### src/rtl/pzcorebus_protocol_monitor.sv
// CoreBus protocol monitor: registered sticky flags for channel stability, write-burst pairing,
// per-ID outstanding tracking, unexpected responses and overflow conditions.
module pzcorebus_protocol_monitor #(
  parameter int ID_WIDTH        = 4,
  parameter int LENGTH_WIDTH    = 4,
  parameter int CMD_WIDTH       = 64,
  parameter int DATA_WIDTH      = 64,
  parameter int RESP_WIDTH      = 72,
  parameter int WRITE_DEPTH     = 4,
  parameter int MAX_OUTSTANDING = 8
) (
  input  logic                    i_clk,
  input  logic                    i_rst_n,
  input  logic                    i_clear,
  input  logic                    i_mcmd_valid,
  input  logic                    i_scmd_accept,
  input  logic                    i_mcmd_with_data,
  input  logic                    i_mcmd_non_posted,
  input  logic [ID_WIDTH-1:0]     i_mcmd_id,
  input  logic [LENGTH_WIDTH-1:0] i_mcmd_length,
  input  logic [CMD_WIDTH-1:0]    i_mcmd_payload,
  input  logic                    i_mdata_valid,
  input  logic                    i_sdata_accept,
  input  logic                    i_mdata_last,
  input  logic [DATA_WIDTH-1:0]   i_mdata_payload,
  input  logic                    i_sresp_valid,
  input  logic                    i_mresp_accept,
  input  logic [ID_WIDTH-1:0]     i_sresp_id,
  input  logic                    i_sresp_last,
  input  logic [RESP_WIDTH-1:0]   i_sresp_payload,
  output logic [7:0]              o_error,
  output logic                    o_error_event,
  output logic [2:0]              o_first_error,
  output logic                    o_first_valid,
  output logic [ID_WIDTH+3:0]     o_outstanding
);
  localparam int ID_COUNT = 1 << ID_WIDTH;
  localparam int BW       = LENGTH_WIDTH + 1;
  localparam int PW       = (WRITE_DEPTH > 1) ? $clog2(WRITE_DEPTH) : 1;
  localparam int FW       = $clog2(WRITE_DEPTH + 1);
  localparam int OW       = $clog2(MAX_OUTSTANDING + 1);
  localparam int SW       = ID_WIDTH + 4;
  localparam logic [BW-1:0] BEAT_MAX  = {1'b1, {LENGTH_WIDTH{1'b0}}};
  localparam logic [BW-1:0] BEAT_NEAR = BEAT_MAX - 1'b1;
  localparam logic [FW-1:0] FIFO_FULL = FW'(WRITE_DEPTH);
  localparam logic [PW-1:0] PTR_LAST  = PW'(WRITE_DEPTH - 1);
  localparam logic [OW-1:0] OUT_MAX   = OW'(MAX_OUTSTANDING);

  logic                  mcmd_ack, mdata_ack, sresp_ack;
  logic [2:0]            stall_q, stall_d;
  logic [CMD_WIDTH-1:0]  cmd_hist_q, cmd_hist_d;
  logic [DATA_WIDTH-1:0] data_hist_q, data_hist_d;
  logic [RESP_WIDTH-1:0] resp_hist_q, resp_hist_d;
  logic                  cmd_unstable, data_unstable, resp_unstable;

  logic [BW-1:0]         beat_q, beat_d;
  logic                  too_long;
  logic [1:0]            push, do_push, fifo_full;
  logic [BW-1:0]         push_val [2];
  logic                  pop, burst_mismatch, write_overflow;
  logic [BW-1:0]         fifo_mem_q [2][WRITE_DEPTH];
  logic [BW-1:0]         fifo_mem_d [2][WRITE_DEPTH];
  logic [PW-1:0]         wr_ptr_q [2], wr_ptr_d [2];
  logic [PW-1:0]         rd_ptr_q [2], rd_ptr_d [2];
  logic [FW-1:0]         fifo_cnt_q [2], fifo_cnt_d [2];

  logic                  inc_hit, dec_hit, unexpected, out_overflow;
  logic [OW-1:0]         out_cnt_q [ID_COUNT], out_cnt_d [ID_COUNT];
  logic [SW-1:0]         out_sum_q, out_sum_d;

  logic [7:0]            err_new, err_base, err_q, err_d;
  logic                  event_q, event_d;
  logic [2:0]            first_q, first_d;
  logic                  first_valid_q, first_valid_d;

  // A stall in the previous cycle obliges the channel to hold valid and payload.
  always_comb begin
    mcmd_ack      = i_mcmd_valid & i_scmd_accept;
    mdata_ack     = i_mdata_valid & i_sdata_accept;
    sresp_ack     = i_sresp_valid & i_mresp_accept;
    stall_d       = {i_sresp_valid & ~i_mresp_accept,
                     i_mdata_valid & ~i_sdata_accept,
                     i_mcmd_valid  & ~i_scmd_accept};
    cmd_hist_d    = i_mcmd_payload;
    data_hist_d   = i_mdata_payload;
    resp_hist_d   = i_sresp_payload;
    cmd_unstable  = stall_q[0] & (~i_mcmd_valid  | (i_mcmd_payload  != cmd_hist_q));
    data_unstable = stall_q[1] & (~i_mdata_valid | (i_mdata_payload != data_hist_q));
    resp_unstable = stall_q[2] & (~i_sresp_valid | (i_sresp_payload != resp_hist_q));
  end

  always_comb begin
    beat_d      = beat_q;
    too_long    = 1'b0;
    push        = {mdata_ack & i_mdata_last, mcmd_ack & i_mcmd_with_data};
    push_val[0] = (i_mcmd_length == '0) ? BEAT_MAX : {1'b0, i_mcmd_length};
    push_val[1] = beat_q + 1'b1;
    if (mdata_ack) begin
      if (i_mdata_last) begin
        beat_d = '0;
      end else begin
        too_long = (beat_q >= BEAT_NEAR);
        if (beat_q != BEAT_MAX) beat_d = beat_q + 1'b1;
      end
    end
  end

  // FIFO 0 holds command lengths, FIFO 1 holds observed burst lengths.
  always_comb begin
    pop            = (fifo_cnt_q[0] != '0) && (fifo_cnt_q[1] != '0);
    burst_mismatch = pop && (fifo_mem_q[0][rd_ptr_q[0]] != fifo_mem_q[1][rd_ptr_q[1]]);
    write_overflow = 1'b0;
    fifo_mem_d     = fifo_mem_q;
    fifo_full      = '0;
    do_push        = '0;
    for (int f = 0; f < 2; f++) begin
      wr_ptr_d[f]   = wr_ptr_q[f];
      rd_ptr_d[f]   = rd_ptr_q[f];
      fifo_cnt_d[f] = fifo_cnt_q[f];
      fifo_full[f]  = (fifo_cnt_q[f] == FIFO_FULL);
      do_push[f]    = push[f] & (~fifo_full[f] | pop);
      if (push[f] && fifo_full[f] && !pop) write_overflow = 1'b1;
      if (do_push[f]) begin
        fifo_mem_d[f][wr_ptr_q[f]] = push_val[f];
        wr_ptr_d[f] = (wr_ptr_q[f] == PTR_LAST) ? '0 : wr_ptr_q[f] + 1'b1;
      end
      if (pop) rd_ptr_d[f] = (rd_ptr_q[f] == PTR_LAST) ? '0 : rd_ptr_q[f] + 1'b1;
      case ({do_push[f], pop})
        2'b10:   fifo_cnt_d[f] = fifo_cnt_q[f] + 1'b1;
        2'b01:   fifo_cnt_d[f] = fifo_cnt_q[f] - 1'b1;
        default: fifo_cnt_d[f] = fifo_cnt_q[f];
      endcase
    end
  end

  always_comb begin
    inc_hit      = mcmd_ack & i_mcmd_non_posted;
    dec_hit      = sresp_ack & i_sresp_last;
    unexpected   = sresp_ack && (out_cnt_q[i_sresp_id] == '0) &&
                   !(inc_hit && (i_mcmd_id == i_sresp_id));
    out_overflow = 1'b0;
    out_sum_d    = '0;
    for (int i = 0; i < ID_COUNT; i++) begin
      logic inc_i, dec_i;
      inc_i        = inc_hit && (i_mcmd_id  == ID_WIDTH'(i));
      dec_i        = dec_hit && (i_sresp_id == ID_WIDTH'(i));
      out_cnt_d[i] = out_cnt_q[i];
      if (inc_i && !dec_i) begin
        if (out_cnt_q[i] == OUT_MAX) out_overflow = 1'b1;
        else                         out_cnt_d[i] = out_cnt_q[i] + 1'b1;
      end else if (dec_i && !inc_i && (out_cnt_q[i] != '0)) begin
        out_cnt_d[i] = out_cnt_q[i] - 1'b1;
      end
      out_sum_d = out_sum_d + SW'(out_cnt_d[i]);
    end
  end

  assign err_new = {out_overflow, unexpected, too_long, write_overflow,
                    burst_mismatch, resp_unstable, data_unstable, cmd_unstable};

  // Clear drops the old flags, but errors seen in the same cycle still set.
  always_comb begin
    err_base      = i_clear ? 8'h00 : err_q;
    err_d         = err_base | err_new;
    event_d       = |(err_new & ~err_base);
    first_d       = i_clear ? 3'd0 : first_q;
    first_valid_d = i_clear ? 1'b0 : first_valid_q;
    if (!first_valid_d && (err_new != 8'h00)) begin
      first_valid_d = 1'b1;
      for (int b = 7; b >= 0; b--) begin
        if (err_new[b]) first_d = 3'(b);
      end
    end
  end

  always_ff @(posedge i_clk or negedge i_rst_n) begin
    if (!i_rst_n) begin
      stall_q       <= '0;
      cmd_hist_q    <= '0;
      data_hist_q   <= '0;
      resp_hist_q   <= '0;
      beat_q        <= '0;
      for (int f = 0; f < 2; f++) begin
        wr_ptr_q[f]   <= '0;
        rd_ptr_q[f]   <= '0;
        fifo_cnt_q[f] <= '0;
        for (int e = 0; e < WRITE_DEPTH; e++) fifo_mem_q[f][e] <= '0;
      end
      for (int i = 0; i < ID_COUNT; i++) out_cnt_q[i] <= '0;
      out_sum_q     <= '0;
      err_q         <= '0;
      event_q       <= 1'b0;
      first_q       <= '0;
      first_valid_q <= 1'b0;
    end else begin
      stall_q       <= stall_d;
      cmd_hist_q    <= cmd_hist_d;
      data_hist_q   <= data_hist_d;
      resp_hist_q   <= resp_hist_d;
      beat_q        <= beat_d;
      fifo_mem_q    <= fifo_mem_d;
      wr_ptr_q      <= wr_ptr_d;
      rd_ptr_q      <= rd_ptr_d;
      fifo_cnt_q    <= fifo_cnt_d;
      out_cnt_q     <= out_cnt_d;
      out_sum_q     <= out_sum_d;
      err_q         <= err_d;
      event_q       <= event_d;
      first_q       <= first_d;
      first_valid_q <= first_valid_d;
    end
  end

  assign o_error       = err_q;
  assign o_error_event = event_q;
  assign o_first_error = first_q;
  assign o_first_valid = first_valid_q;
  assign o_outstanding = out_sum_q;

endmodule

### config.mk
export PLATFORM = sky130hd
export DESIGN_NAME = pzcorebus_protocol_monitor
export DESIGN_NICKNAME = d
export VERILOG_FILES = /design/src/rtl/pzcorebus_protocol_monitor.sv
export SDC_FILE = /design/constraint.sdc
export NUM_CORES = 1
export LEC_CHECK = 0
export BUFFER_PORTS_ARGS = -buffer_cell sky130_fd_sc_hd__buf_2
export CAP_MARGIN = 5
export CORE_MARGIN = 5
export CORE_UTILIZATION = 30
export CTS_CLUSTER_DIAMETER = 100
export DETAILED_ROUTE_END_ITERATION = 7
export GPL_ROUTABILITY_DRIVEN = 0
export PLACE_DENSITY = 0.53
export SLEW_MARGIN = 20
export SYNTH_ARGS = -nofsm -noshare
export SYNTH_HDL_FRONTEND = slang
export SYNTH_SLANG_ARGS = --single-unit
### constraint.sdc
create_clock -name i_clk -period 8.55 [get_ports i_clk]
set_input_delay 1.71 -clock i_clk [delete_from_list [all_inputs] [get_ports i_clk]]
set_output_delay 1.71 -clock i_clk [all_outputs]
set_load 0.03 [all_outputs]
* Word level (Yosys, flattened, before mapping)
Cells that the tools add are included.
** Word-level totals
- Bits of input ports :: 225
- Output and inout port bits :: 21
- Flip-flop bits (word level) :: 347
** Operators by class
- Order comparisons :: 8
- Reductions and logical operators :: 155
- Bitwise gates (word level) :: 36
- Multiplexer cells :: 121
- Equality and inequality tests :: 62
- Add/sub/neg operators :: 56
** Operators with widths (number)
- $mux W4 :: 50
- $eq A4 B4 Y1 const B :: 32
- $ne A64 B64 Y1 :: 2
- $logic_and A1 B1 Y1 :: 92
- $add A8 B4 Y8 :: 11
- $ne A72 B72 Y1 :: 1
- $add A4 B1 Y4 const B :: 16
- $reduce_bool A4 Y1 :: 16
- $sub A4 B1 Y4 const B :: 16
- $mux W5 :: 9
- $bwmux W20 :: 2
- $mux W1 :: 38
- $logic_not A1 Y1 :: 35
- $eq A4 B3 Y1 const B :: 8
- $mux W3 :: 10
- $bmux W5 S2 :: 2
- $demux W5 S2 :: 2
- $bmux W4 S4 :: 1
- $eq A4 B2 Y1 const B :: 4
- $logic_not A4 Y1 :: 4
- $and A1 B1 Y1 :: 15
- $eq A2 B2 Y1 const B :: 6
- $ge A3 B3 Y1 const B :: 4
- $not A2 Y3 :: 4
- other kinds (31) :: 58

* Longest topological paths before layout
- Depth after elaboration :: 45
- Gate-level depth with buffers :: 24
- Depth with buffers taken out :: 22

* Least setup slack after synthesis
Ideal clock, no wire load.
- Path kind :: input port to flip-flop
- Start :: input i_mcmd_id[2]
- End :: register out_sum_q[7], in the netlist o_outstanding[7]
- Setup slack :: 1031 ps
- Arrival :: 7439 ps
- Buffers on the path :: 2
- Stages :: 21
- Required time :: 8470 ps
- Path through :: buf_2 buf_2 nand3_1 nor2_1 or4_1 o21bai_1 o41a_1 xor2_1 fa_1 inv_1 fa_1 fa_1 fa_1 fa_1 fa_1 ha_1 a21o_1 a21oi_1 o21bai_1 a21oi_1 xnor2_1
** On the way
- Word-level cells in the longest chain between the ends :: 22
** RTL lines
- start: declaration :: line 19 : input logic [ID_WIDTH-1:0] i_mcmd_id,
- $eq A4 B1 Y1 or $logic_not A4 Y1 (tied branches) :: line 145 : inc_i = inc_hit && (i_mcmd_id == ID_WIDTH'(i));
- $logic_and A1 B1 Y1 :: line 145
- $logic_not A1 Y1 :: line 151 : end else if (dec_i && !inc_i && (out_cnt_q[i] != '0)) begin
- $logic_and A1 B1 Y1 (2 in series) :: line 151
- $mux W4 :: line 151
- $mux W4 :: line 148 : if (inc_i && !dec_i) begin
- $add A4 B4 Y5 :: line 154 : out_sum_d = out_sum_d + SW'(out_cnt_d[i]);
- $add A5 B4 Y6 :: line 154
- $add A6 B4 Y7 :: line 154
- $add A7 B4 Y8 :: line 154
- $add A8 B4 Y8 (10 in series) :: line 154
- $add A8 B4 Y8 * :: line 154
- net out_sum_d[7] :: line 69 : logic [SW-1:0] out_sum_q, out_sum_d;
- end signal: assignment :: line 206 : out_sum_q <= out_sum_d;
- end: declaration :: line 69
The timed path passes the listed nets; every way through them passes the cells marked *.
A chain may end at the register's enable or synchronous reset.

* Worst setup path after layout
- Start :: input i_sresp_id[3]
- End :: register out_sum_q[7], in the netlist o_outstanding[7]
** On the way
- Word-level cells in the longest chain between the ends :: 21
** RTL lines
- start: declaration :: line 28 : input logic [ID_WIDTH-1:0] i_sresp_id,
- $eq A4 B1 Y1 or $logic_not A4 Y1 (tied branches) :: line 146 : dec_i = dec_hit && (i_sresp_id == ID_WIDTH'(i));
- $logic_and A1 B1 Y1 :: line 146
- $logic_and A1 B1 Y1 (2 in series) :: line 151
- $mux W4 :: line 151
- $mux W4 :: line 148
- $add A4 B4 Y5 :: line 154
- $add A5 B4 Y6 :: line 154
- $add A6 B4 Y7 :: line 154
- $add A7 B4 Y8 :: line 154
- $add A8 B4 Y8 (10 in series) :: line 154
- $add A8 B4 Y8 * :: line 154
- net out_sum_d[7] :: line 69
Marks and branches as above.

==> results.txt <==
Die Y: 256 um
CP required: 9.03 ns
Detailed-route DRC error count: 0
Fin. Hold Viols: 0
Layout cells sized above 1: 20.1%
Max stage delay on crit path: 0.63 ns
Fin nets: 2239
Total track usage: 14.5%
Yosys reg bits: 347
Core box area: 0.0601 mm2
Commonest cells after routing, fill and taps aside: dfrtp_1 (347), buf_2 (244), inv_1 (144), xnor2_1 (136), nand2_1 (112)
Top FF cell, synth: dfrtp_1
Clock transition at path regs: 0.06 ns
Hold buffers post-CTS: 0
Routed via count: 13.1k
Final min period: 7.48 ns
Initial Util: 30.2%
Ys async rst share: 100%
Highest clock rate: 0.134 GHz
Max-slew violation count: 0
TNS Setup: 0 ns
Crit Path Class: primary input to flop
Leakage: 9.68 nW
Clk buf depth: 3
Count of cell types in the netlist: 84
Crit path top cell by count: fa_1
H-tree depth: 2
Period Utilization, post-route: 87.5%
Syn_nets: 1974
P per Cell Area: 412 mW/mm2
Post-DRT Antenna Nets: 0
CP arrival: 7.96 ns
Setup violators final: 0
Crit path max-delay cell type: or4_1
Die Area: 0.0655 mm2
Commonest non-fill, non-tap cell in the layout: dfrtp_1
Post-cts gate resize count: 0
Vias/cell: 4.81
Area of the multi-input gates: 0.00874 mm2
Status: completed
Clk sink count: 347
CP delay by family, top: adder cells
Worst Clk Skew: 0.0250 ns
Ys Warns: 0
Cell chain of the critical path: buf_2, inv_1, or4_1, o21bai_1, o41a_1, xor2_1, fa_1, inv_1, fa_1, fa_1, fa_1, fa_1, fa_1, ha_1, a21o_1, a21oi_1, o21bai_1, a21oi_1, xnor2_1
Slew HR: 44.3%
Slew @ Worst Pin: 0.836 ns
Worst hold path type: flop to flop
TritonCTS clock tree: done
VDD IR max: 1080 uV
CP max FO: 18
Root buf cell: clkbuf_16
DP Worst Slack: 0.477 ns
Vias in the first global route: 13.4k
Clk Latency, worst-skew pair: 0.56 ns
Num ports: 246
Num rows: 90
Synth Area per Inst: 11.1 um2
WL final: 47800 um
Port Buffer Count: 245
Max_cap viols: 0
Area delta synth->final: 19.5%
Pre-antenna DRT Iters: 6
PnR worst setup slack: 1.07 ns
Die W: 256 um
Wire length per cell: 17.6 um
Syn Std Cell Area: 0.0181 mm2
Initial antenna violation count: 9
Largest net degree at the start of global routing: 156
First-pass GRT wire length: 76400 um
Fillcell total: 5894
Synth Instances: 1633
Pwr Total: 8.93 mW
Buf/Inv on CP: 3
CP Launch Type: primary input
Num CTS Buffers: 41
Seq/Total Area, Yosys: 47.9%
RSZ-0062 raised after global routing: no
Estimated wirelength of the detail-placed design: 37500 um
Post-CTS Setup Repair Bufs: 0
Initial DRC Count: 874
Gr ovfl total: 0
Sequential cell area: 0.00868 mm2
Number of synthesized flops with an enable pin: 0
Crit. End Element: flop
==> routing by layer <==
metal  global-route usage (%)  vias to the layer above  share of wire (%)
met5                        0                        -              0.086
met4                     3.19                        6                1.8
met3                     3.80                       57                6.3
met2                     24.2                      327                 48
met1                     19.0                     6457                 43
li1                         -                     6216                  -
==> tightest hold or removal path, cell delays in order, from the launching register on <==
cell,delay (ns)
dfrtp_1,0.34
nand2_1,0.04
o21ai_0,0.06
==> cells by family (layout without fill, tap and decap cells) <==
family	after synthesis	in the layout	synth area share, %
other	0	5	0
and+or+nand+nor	457	457	13.3
DFF	347	347	47.9
adders and majority gates	116	116	10.2
muxes	47	47	3.84
xor gates and xnor gates	226	226	10.9
AOI/OAI and AO/OA	262	262	9.91
buffers and inverters	178	476	3.91
==> area by class of cell <==
type	instances	share of cell area (%)
multi-input combinational	1108	40.3
sequential	347	40.1
timing repair buffer	256	6.14
clock buffer	62	5.66
tap	782	4.51
inverter	144	2.49
clock inverter	14	0.756
antenna	5	0.0577
==> state kept, by name, summed over array words and instances, names as in the netlist <==
name,count
fifo_mem_q,40
out_cnt_q,64
o_error_event,1
o_error,8
fifo_cnt_q,6
wr_ptr_q,4
o_first_valid,1
resp_hist_q,72
cmd_hist_q,64
data_hist_q,64
stall_q,3
beat_q,5
o_first_error,3
o_outstanding,8
rd_ptr_q,4
==> where the power goes <==
| group | total [mW] | internal [mW] | switching (mW) |
|---|---|---|---|
| clock network | 1.77 | 1.06 | 0.714 |
| logic | 4.88 | 2.30 | 2.58 |
| registers | 2.28 | 2.03 | 0.256 |
| total | 8.93 | 5.38 | 3.55 |
==> stage by stage <==
stage | hold WS, ns | util (%) | std cells | area [um2]
2_1_floorplan | 0.445 | - | 1633 | 18100
3_3_place_gp | 0.458 | 33.7 | 2637 | 20300
3_5_place_dp | 0.469 | 33.7 | 2637 | 20300
4_1_cts | 0.483 | 36.0 | 2713 | 21700
5_1_grt | 0.515 | 36.0 | 2714 | 21700
6_report | 0.482 | 36.1 | 2718 | 21700
==> final timing paths <==
path	from	endpoint	slack [ns]	cells after the start
worst max register to register	out_cnt_q[32]	o_outstanding[7]	2.47	20
min in group asynchronous	i_rst_n	fifo_mem_q[27]	1.17	1
max in group asynchronous	i_rst_n	resp_hist_q[3]	6.02	2
worst max-delay path	i_sresp_id[3]	o_outstanding[7]	1.07	19
worst min register to register	fifo_mem_q[4]	fifo_mem_q[4]	0.48	2
worst min-delay path	fifo_mem_q[4]	fifo_mem_q[4]	0.48	2
==> synthesized netlist by cell type (6+ instances only) <==
cell | n | share of area [%]
buf_2 | 9 | 0.25
nand4_1 | 51 | 1.8
nand2_1 | 112 | 2.3
nor2_1 | 88 | 1.8
or3_1 | 9 | 0.31
o21a_1 | 11 | 0.46
nand3_1 | 35 | 0.97
a21oi_1 | 43 | 1.2
dfrtp_1 | 347 | 48
o22ai_1 | 20 | 0.69
o31ai_1 | 10 | 0.41
nand2b_1 | 23 | 0.79
mux2_2 | 31 | 1.9
ha_1 | 62 | 4.3
xnor2_1 | 136 | 6.6
a41oi_1 | 7 | 0.34
nor2b_1 | 19 | 0.66
nand3b_1 | 7 | 0.29
clkbuf_1 | 18 | 0.37
inv_1 | 144 | 3.0
a31oi_1 | 15 | 0.52
o221ai_1 | 11 | 0.53
and2_1 | 9 | 0.31
mux4_2 | 15 | 1.9
o21ai_0 | 63 | 1.7
a22oi_1 | 9 | 0.37
and3_1 | 9 | 0.31
xor2_1 | 90 | 4.3
nor3_1 | 30 | 0.83
nor4_1 | 38 | 1.3
o211ai_1 | 11 | 0.46
fa_1 | 54 | 6.0
buf_4 | 6 | 0.25
No activity file was read; power rests on OpenSTA's default activity.
